<file path="src/rtl/data_size_selector.sv">
// Registered memory-access size decoder for the ARM datapath.
// The size comes from a forced DSS mode, or from the load/store encoding in IR.
module data_size_selector (
  input  logic        clk,
  input  logic        reset_n,
  input  logic        en,
  input  logic [31:0] IR,
  input  logic [1:0]  DSS,
  output logic [1:0]  DataSize,
  output logic        SignExt,
  output logic        Illegal
);

  logic [1:0] size_d, size_q;
  logic       sext_d, sext_q;
  logic       ill_d,  ill_q;
  logic       extra_ls_s;
  logic       load_s;

  assign extra_ls_s = (IR[27:25] == 3'b000) && IR[7] && IR[4] && (IR[6:5] != 2'b00);
  assign load_s     = IR[20];

  // Combinational decode of the next size/sign/illegal values
  always_comb begin
    size_d = 2'b10;
    sext_d = 1'b0;
    ill_d  = 1'b0;
    case (DSS)
      2'b00: size_d = 2'b10;
      2'b10: size_d = 2'b00;
      2'b11: size_d = 2'b11;
      2'b01: begin
        if (IR[27:26] == 2'b01) begin
          size_d = IR[22] ? 2'b00 : 2'b10;
        end else if (extra_ls_s) begin
          // SH=1x with L=0 is the dual-register form (LDRD/STRD)
          case (IR[6:5])
            2'b01: size_d = 2'b01;
            2'b10: begin
              if (load_s) begin
                size_d = 2'b00;
                sext_d = 1'b1;
              end else begin
                size_d = 2'b11;
                sext_d = 1'b0;
              end
            end
            2'b11: begin
              if (load_s) begin
                size_d = 2'b01;
                sext_d = 1'b1;
              end else begin
                size_d = 2'b11;
                sext_d = 1'b0;
              end
            end
            default: size_d = 2'b10;
          endcase
        end else if (IR[27:25] == 3'b100) begin
          size_d = 2'b10;
        end else begin
          ill_d = 1'b1;
        end
      end
      default: size_d = 2'b10;
    endcase
  end

  // Output registers with async reset to word access
  always_ff @(posedge clk or negedge reset_n) begin
    if (!reset_n) begin
      size_q <= 2'b10;
      sext_q <= 1'b0;
      ill_q  <= 1'b0;
    end else if (en) begin
      size_q <= size_d;
      sext_q <= sext_d;
      ill_q  <= ill_d;
    end
  end

  assign DataSize = size_q;
  assign SignExt  = sext_q;
  assign Illegal  = ill_q;

endmodule

</file>
<file path="config.mk">
export PLATFORM = sky130hd
export DESIGN_NAME = data_size_selector
export DESIGN_NICKNAME = d
export VERILOG_FILES = /design/src/rtl/data_size_selector.sv
export SDC_FILE = /design/constraint.sdc
export NUM_CORES = 1
export LEC_CHECK = 0
export BUFFER_PORTS_ARGS = -buffer_cell sky130_fd_sc_hd__buf_2
export CAP_MARGIN = 25
export CORE_AREA = 5 5 42 44
export CTS_BUF_LIST = sky130_fd_sc_hd__clkbuf_8
export CTS_CLUSTER_DIAMETER = 80
export DETAILED_ROUTE_END_ITERATION = 10
export DIE_AREA = 0 0 47 49
export HOLD_SLACK_MARGIN = 0.05
export PLACE_DENSITY_LB_ADDON = 0.12
export SLEW_MARGIN = 5
export SYNTH_ARGS = -nofsm -noshare
export SYNTH_HDL_FRONTEND = slang
export SYNTH_SLANG_ARGS = --single-unit
</file>
<file path="constraint.sdc">
create_clock -name clk -period 0.89 [get_ports clk]
set_input_delay 0.178 -clock clk [delete_from_list [all_inputs] [get_ports clk]]
set_output_delay 0.178 -clock clk [all_outputs]
set_load 0.1 [all_outputs]
</file>
==> run summary, run 1 <==
Outcome - finished with violations
Failing checks - setup timing
Delay-heaviest family, CP - flip-flops
Max H-tree Level - 1
Final setup viols - 4
WL per Instance - 10.7 um
Distinct cells, synth - 21
Critical path endpoint category - output port
Placement Setup Slack - -0.252 ns
Core box area - 1400 um^2
Startpoint type of the worst setup path - register
CP bufs+invs - 1
Critical path, cell by cell - buf_12
IO Port Bufs - 17
Final Hold Viols - 0
Worst VDD drop - 0.584 mV
Most common cell after layout, fill and taps aside - buf_2
Largest net degree at the start of global routing - 6
Vias per cell - 4.32
Largest family of logic cells by synthesized area - compound AO/OA/AOI/OAI gates
Skew final - 0 ns
Largest stage delay, worst path - 0.62 ns
RSZ-0062 raised after global routing - yes
IO Count - 41
HPWL Detailed - 664 um
Simple-gate area share of the yosys netlist - 21.2%
Area of the mapped netlist - 278 um^2
Post-detailed-routing wire length - 813 um
Total vias in the final route - 328
First-pass GRT wire length - 1380 um
CTS clk-pin slew, worst paths - 0.03 ns
Req. time, crit path - 0.71 ns
Site row count - 14
Total CTS buffers - 3
Total power - 915 uW
Post-synthesis mux area share - 7.21%
XOR/XNOR Fraction of Synth Area - 3.15%
Max Cap Violations - 0
Clock root cell - clkbuf_8
Adder-cell share of the synthesized area - 0%
LEAKAGE - 0.000282 uW
Gr ovfl total - 0
Post-route ant nets - 0
Final Util - 42.9%
Clock sink count - 4
CTS max path bufs - 2
Average instance area after synthesis - 9.58 um^2
Synth warn - 0
Count of final max-slew check failures - 0
Antenna cells - 0
HP Class - in2reg
DRC - 0
Synthesis-to-layout area growth - 117%
Relative slew slack - 84.9%
Largest cells by area after synthesis - dfrtp_1, dfstp_2, inv_1
1st-pass router iterations - 2
Post-Syn Nets - 66
Seq/Total Area, Yosys - 36.5%
Arrival time worst endpoint - 1.01 ns
Layout net count - 98
Final critical-path share of the clock period - 133%
Synth top area share - 27.0%
Die Ht - 49 um
Fraction of layout cells with a size suffix above 1 - 68.3%
Measured slew at the worst slew-check pin - 0.225 ns
Die area - 2300 um^2
Initial Utilization - 19.8%
Worst-Skew Late Latency - 0.21 ns
CP max-delay cell - dfstp_4
Cells after synthesis - 29
CTS tree - built
Initial DRC Count - 2
Die Wd - 47 um
Critical Setup Path Class - reg2out
#FFs+latches synth - 4
Routability Congestion - 0.780
Number of global-route vias before repair - 352
Cell accounting for the most synthesized area - dfrtp_1
Initial antenna violation count - 0
GRT Total Usage - 8.77%
Final worst path period need - 1.19 ns
Peak Freq - 0.842 GHz
Commonest non-fill, non-tap cells in the layout - buf_2, buf_4, inv_1
Worst-path fanout max - 2
Synth Area in Compound Gates - 22.1%
Setup ws final - -0.298 ns
Power Density - 1520 nW/um^2
-- sequential cells by signal, summed over array words and instances, names as in the netlist --
signal / flops
SignExt: 1
Illegal: 1
DataSize: 2
-- metrics by stage --
stage,hold WS (ns),cells,area (um^2),TNS (ns)
5_1_grt,0.289,76,602,-0.778
6_report,0.248,76,602,-0.693
3_5_place_dp,-0.0165,67,503,-0.770
3_3_place_gp,-0.0144,67,503,-0.760
4_1_cts,0.249,76,594,-0.735
2_1_floorplan,-0.118,29,307,-0.282
-- timing repair --
action | in CTS | in global routing
endpoints found under the setup margin | 5 | 5
hold buffers | 1 | 0
resized for setup | 1 | 2
pin swaps | 4 | 1
setup buffers | 4 | 0
endpoints found under the hold margin | 4 | 0
-- cells in the mapped netlist (all sizes together) --
master	number
inv	6
dfrtp	3
mux2i	2
a211o	1
a211oi	1
a21oi	1
and2b	1
clkbuf	1
dfstp	1
nand2b	1
nand3	1
nand4	1
nor3b	1
o211ai	1
o21ai	1
o221ai	1
o22ai	1
o32ai	1
or2b	1
or3	1
xnor2	1
-- logic make-up after synthesis --
| kind of cell | Yosys count |
|---|---|
| xor gates and xnor gates | 1 |
| DFF | 4 |
| muxes | 2 |
| buffers and inverters | 7 |
| and+or+nand+nor | 7 |
| AOI/OAI and AO/OA | 8 |
-- layout make-up --
type / instances / area, um^2
Clock buffer: 3 / 41.3
Clock inverter: 1 / 3.75
Fill cell: 154 / 800
Inverter: 6 / 22.5
Multi-Input combinational cell: 18 / 160
Sequential cell: 4 / 114
Tap cell: 16 / 20.0
Timing Repair Buffer: 28 / 240
-- worst paths after layout --
check | start | endpoint | slack, ns | cells past startpoint
max | DataSize[1]$_DFFE_PN1P_ | DataSize[1] | -0.30 | 1
max reg2reg | DataSize[0]$_DFFE_PN0P_ | DataSize[0]$_DFFE_PN0P_ | 0.03 | 3
min | IR[25] | Illegal$_DFFE_PN0P_ | 0.25 | 3
min reg2reg | DataSize[0]$_DFFE_PN0P_ | DataSize[0]$_DFFE_PN0P_ | 0.68 | 3
min in group asynchronous | reset_n | Illegal$_DFFE_PN0P_ | 0.31 | 2
max in group asynchronous | reset_n | DataSize[1]$_DFFE_PN1P_ | 0.38 | 2
-- power breakdown --
group	internal [uW]	total, uW	leakage, uW	switching, uW
clock	294	391	0.0000269	96.7
sequential	207	222	0.0000457	15.0
combinational	139	302	0.000209	162
-- worst reg2reg max path: cells and delay by family, from the launching register on --
family,cells,cell delay (ns)
AOI/OAI and AO/OA,1,0.04
buffers and inverters,1,0.12
DFF,1,0.42
muxes,1,0.16
-- layer usage --
layer | share of wire, % | wire, um | track usage, %
met5 | 0 | 0 | 0
met4 | 3.3 | 27 | 11.1
met3 | 7.4 | 60 | 1.48
met2 | 49 | 398 | 12.4
met1 | 40 | 327 | 9.13
Note: power is estimated with default switching activity, not from simulation.
==> run 2: changes to the inputs <==
--- a/config.mk
+++ b/config.mk
@@ -5,6 +5,7 @@
 export SDC_FILE = /design/constraint.sdc
 export NUM_CORES = 1
 export LEC_CHECK = 0
+export ABC_AREA = 1
 export BUFFER_PORTS_ARGS = -buffer_cell sky130_fd_sc_hd__buf_2
 export CAP_MARGIN = 25
 export CORE_AREA = 5 5 42 44
@@ -14,6 +15,7 @@
 export DIE_AREA = 0 0 47 49
 export HOLD_SLACK_MARGIN = 0.05
 export PLACE_DENSITY_LB_ADDON = 0.12
+export RECOVER_POWER = 100
 export SLEW_MARGIN = 5
 export SYNTH_ARGS = -nofsm -noshare
 export SYNTH_HDL_FRONTEND = slang
==> run summary, run 2 <==
Clock sink count - 4
Average instance area after synthesis - 6.51 um^2
Final setup viols - 4
Top Metal Used - met4
Power Density - 1640 nW/um^2
Fraction of layout cells with a size suffix above 1 - 43.1%
1st-pass router iterations - 2
CTS tree - built
HP Class - in2reg
Die Ht - 49 um
Critical Setup Path Class - reg2out
CTS resizes - 0
Outcome - finished with violations
Most common cell after layout, fill and taps aside - nand2_1
Synthesis-to-layout area growth - 96.2%
Clock root cell - clkbuf_8
Commonest non-fill, non-tap cells in the layout - nand2_1, buf_2, inv_1
Cells after synthesis - 40
Largest cells by area after synthesis - dfrtp_1, nand2_1, dfstp_2
Largest register FFs - 2
Initial DRC Count - 3
Routability Congestion - 0.725
CTS clk-pin slew, worst paths - 0.04 ns
Core box area - 1400 um^2
Worst VDD drop - 0.441 mV
Failing checks - setup timing
Total power - 838 uW
Final critical-path share of the clock period - 133%
Async SR Flop Fraction - 100%
Worst-path fanout max - 2
Layout net count - 103
Startpoint type of the worst setup path - register
Total CTS buffers - 3
Max Cap Violations - 0
Setup ws final - -0.297 ns
Worst-Skew Late Latency - 0.22 ns
Peak Freq - 0.843 GHz
HPWL Detailed - 577 um
Site row count - 14
Main synth FF type - dfrtp_1
RSZ-0062 raised after global routing - yes
First-pass GRT wire length - 1190 um
Vias per cell - 3.95
Initial Utilization - 18.6%
#FFs+latches synth - 4
Synth warn - 0
Skew final - 0 ns
Post-detailed-routing wire length - 697 um
Critical path, cell by cell - buf_12
LEAKAGE - 0.000272 uW
DRC - 0
Cell Area, Placed - 443 um^2
Met1 wire length - 301 um
Met3 wire length - 70 um
Die area - 2300 um^2
Met2 wire len - 309 um
Seq/Total Area, Yosys - 38.9%
CP bufs+invs - 1
Setup TNS - -0.617 ns
Post-route ant nets - 0
Final worst path period need - 1.19 ns
Initial antenna violation count - 0
IO Port Bufs - 17
Post-synth top cells - nand2_1, inv_1, a21oi_1, dfrtp_1, nor2_1
Req. time, crit path - 0.71 ns
Critical path endpoint category - output port
Delay-heaviest family, CP - flip-flops
Antenna cells - 0
Count of final max-slew check failures - 0
Cell with the most instances after synthesis - nand2_1
Largest net degree at the start of global routing - 7
Number of global-route vias before repair - 310
Arrival time worst endpoint - 1.01 ns
Final Hold Viols - 0
Gr ovfl total - 0
WL per Instance - 8.60 um
Post-synth EDFFs - 0
Area of the mapped netlist - 260 um^2
Post-Syn Nets - 77
Total vias in the final route - 320
Max H-tree Level - 1
Final instance area - 510 um^2
Synth top area share - 28.8%
CP max-delay cell - dfstp_4
Cell accounting for the most synthesized area - dfrtp_1
Largest stage delay, worst path - 0.62 ns
Measured slew at the worst slew-check pin - 0.208 ns
Relative slew slack - 86.1%
CTS max path bufs - 2
GRT Total Usage - 7.21%
IO Count - 41
Distinct cells, synth - 13
Die Wd - 47 um
run 2: changes by cell type after synthesis, sizes merged, moves of 2 or more:
cell   change
nand2     +14
nor2       +5
a21oi      +2
mux2i      -2
run 2: final timing paths:
check / startpoint / endpoint / cells past startpoint / slack (ns)
worst max-delay path: DataSize[1]$_DFFE_PN1P_ / DataSize[1] / 1 / -0.30
worst min-delay path: DSS[1] / DataSize[0]$_DFFE_PN0P_ / 3 / 0.21
worst max register to register: Illegal$_DFFE_PN0P_ / Illegal$_DFFE_PN0P_ / 3 / 0.06
worst min register to register: DataSize[0]$_DFFE_PN0P_ / DataSize[0]$_DFFE_PN0P_ / 2 / 0.53
max in group asynchronous: reset_n / DataSize[1]$_DFFE_PN1P_ / 2 / 0.32
min in group asynchronous: reset_n / DataSize[0]$_DFFE_PN0P_ / 2 / 0.32
run 2: layout make-up:
cell class                 instances  area [um^2]
tap                               16         20.0
inverter                           7         26.3
clock inverter                     1         3.75
multi-input combinational         29          133
timing repair buffer              21          175
sequential                         4          111
fill                             166          891
clock buffer                       3         41.3
run 2: kinds of logic after synthesis:
group | Yosys count | share of synthesized area [%]
DFF | 4 | 38.9
buffers and inverters | 7 | 10.1
and+or+nand+nor | 22 | 35.6
AOI/OAI and AO/OA | 7 | 15.4
run 2: layer usage:
layer,vias to the layer above,GRT usage (%)
li1,174,-
met1,128,9.11
met2,16,9.28
met3,2,1.85
met4,0,6.91
met5,-,0
run 2: timing repair:
action / CTS / global route
buffers inserted: 1 / 1
hold buffers: 1 / 0
endpoints found under the setup margin: 4 / 4
pin swaps: 0 / 0
hold endpoints to repair: 4 / 0
run 2: worst reg2reg max path, stage by stage, from the launching register on:
cell and delay [ns]:
dfrtp_4 0.47, clkbuf_4 0.14, nand2_1 0.05, o21ai_1 0.05
run 2: power by group:
group | total [uW] | switching [uW] | internal [uW]
Combinational | 228 | 138 | 89.8
Sequential | 216 | 12.1 | 204
Clock | 394 | 99.4 | 294
Total | 838 | 250 | 588
run 2: through the flow:
| step | util [%] | hold WS [ns] | setup slack, ns | instances |
|---|---|---|---|---|
| 2_1_floorplan | - | -0.118 | -0.0703 | 40 |
| 3_5_place_dp | 31.6 | -0.0144 | -0.0679 | 74 |
| 5_1_grt | 36.4 | 0.232 | -0.320 | 81 |
| 6_report | 36.4 | 0.210 | -0.297 | 81 |
| 3_3_place_gp | 31.6 | -0.0142 | -0.0652 | 74 |
| 4_1_cts | 36.1 | 0.209 | -0.303 | 80 |
==> run 3: changes to the inputs <==
--- a/config.mk
+++ b/config.mk
@@ -5,7 +5,6 @@
 export SDC_FILE = /design/constraint.sdc
 export NUM_CORES = 1
 export LEC_CHECK = 0
-export ABC_AREA = 1
 export BUFFER_PORTS_ARGS = -buffer_cell sky130_fd_sc_hd__buf_2
 export CAP_MARGIN = 25
 export CORE_AREA = 5 5 42 44
@@ -16,6 +15,7 @@
 export HOLD_SLACK_MARGIN = 0.05
 export PLACE_DENSITY_LB_ADDON = 0.12
 export RECOVER_POWER = 100
+export SETUP_SLACK_MARGIN = 0.05
 export SLEW_MARGIN = 5
 export SYNTH_ARGS = -nofsm -noshare
 export SYNTH_HDL_FRONTEND = slang
==> constraint.sdc (replaced) <==
create_clock -name clk -period 1.52 [get_ports clk]
set_input_delay 0.304 -clock clk [delete_from_list [all_inputs] [get_ports clk]]
set_output_delay 0.304 -clock clk [all_outputs]
set_load 0.1 [all_outputs]
==> run summary, run 3 (same netlist as run 1, synthesis figures left out) <==
Die Ht - 49 um
Worst hold margin - 0.383 ns
Flop pwr share - 25.4%
Setup TNS - 0 ns
1st-pass router iterations - 1
Site row count - 14
Setup bufs post-CTS - 0
Power Density - 1120 nW/um^2
Final critical-path share of the clock period - 90.0%
Skew final - 0 ns
Total vias in the final route - 286
LEAKAGE - 0.000209 uW
Critical Setup Path Class - reg2out
Fraction of layout cells with a size suffix above 1 - 40.0%
Critical path, cell by cell - clkbuf_4
Final setup viols - 0
Die Wd - 47 um
Core box area - 1400 um^2
Relative slew slack - 64.0%
Peak Freq - 0.731 GHz
Most common cell after layout, fill and taps aside - buf_2
Initial DRC Count - 0
CTS tree - built
Max Cap Violations - 0
Switching share of power - 32.0%
IO Count - 41
IO Port Bufs - 17
Outcome - complete, no violations
Max H-tree Level - 1
Final Hold Viols - 0
Int Power - 325 uW
Finished Layout Cells - 66
GRT Total Usage - 7.21%
Routability Congestion - 0.686
Worst-path fanout max - 2
RSZ-0062 raised after global routing - no
Vias per cell - 4.33
CTS clk-pin slew, worst paths - 0.03 ns
First-pass GRT wire length - 1120 um
Clock share of power - 48.7%
Clock root cell - clkbuf_8
Worst VDD drop - 0.499 mV
DRC - 0
Req. time, crit path - 1.22 ns
Gate power share - 25.9%
Final worst path period need - 1.37 ns
Largest stage delay, worst path - 0.52 ns
Arrival time worst endpoint - 1.06 ns
Commonest non-fill, non-tap cells in the layout - buf_2, inv_1
HPWL Detailed - 629 um
Total CTS buffers - 3
Layout net count - 88
Largest net degree at the start of global routing - 7
CP max-delay cell - dfstp_2
Worst-Skew Late Latency - 0.22 ns
Synthesis-to-layout area growth - 53.6%
WL per Instance - 11.6 um
Clock sink count - 4
Post-route ant nets - 0
Initial Utilization - 19.8%
Delay-heaviest family, CP - flip-flops
Critical path endpoint category - output port
Startpoint type of the worst setup path - register
CTS resizes - 0
Number of global-route vias before repair - 283
HP Class - in2reg
Post-detailed-routing wire length - 767 um
Die area - 2300 um^2
Placed Instances - 61
Count of final max-slew check failures - 0
Measured slew at the worst slew-check pin - 0.542 ns
Sw Pwr - 153 uW
CP bufs+invs - 1
CTS hold repair buffers - 1
CTS max path bufs - 2
Largest register FFs - 2
Total power - 478 uW
Gr ovfl total - 0
Antenna cells - 0
Initial antenna violation count - 0
## run 3: cell types whose count changed in the layout (fill, tap and decap cells not counted), sizes merged, moves of 2 or more
cell,change
a21oi,-2
clkbuf,+3
nand2,-14
mux2i,+2
nor2,-5
buf,-6
## run 3: through the flow
stage	setup slack (ns)	utilization (%)	instance area, um^2
2_1_floorplan	0.237	-	278
3_3_place_gp	0.215	28.0	393
3_5_place_dp	0.218	28.0	393
4_1_cts	0.223	32.0	448
5_1_grt	0.123	30.4	427
6_report	0.152	30.4	427
## run 3: power by group through the flow
stage                     registers [uW]  clock network [uW]  logic [uW]
after floorplan                      180                   0        29.9
after global placement               124                   0         133
after detailed placement             125                   0         134
after CTS                            124                 241         136
after global routing                 123                 249         132
final                                122                 233         124
## run 3: worst paths after layout
check	from	to	slack, ns	cells after the start
worst max-delay path	DataSize[1]$_DFFE_PN1P_	DataSize[1]	0.15	1
worst min-delay path	IR[25]	Illegal$_DFFE_PN0P_	0.38	3
worst max register to register	DataSize[1]$_DFFE_PN1P_	DataSize[1]$_DFFE_PN1P_	0.77	2
worst min register to register	SignExt$_DFFE_PN0P_	SignExt$_DFFE_PN0P_	0.54	2
max in group asynchronous	reset_n	DataSize[1]$_DFFE_PN1P_	0.83	2
min in group asynchronous	reset_n	SignExt$_DFFE_PN0P_	0.44	2
## run 3: area by class of cell
cell class / count / area, um^2
clock buffers: 3 / 41.3
multi-input cells: 18 / 144
fillers: 166 / 975
well taps: 16 / 20.0
clock inverters: 1 / 3.75
flip-flops and latches: 4 / 101
inverters: 6 / 22.5
repair buffers: 18 / 93.8
## run 3: routing by layer
metal  GRT usage (%)  vias up  share of wire [%]
met1            7.57      126                 42
met3            6.27        3                 11
met4            4.15        0                1.4
met2            9.50       12                 45
met5               0        -                  0
li1                -      145                  -
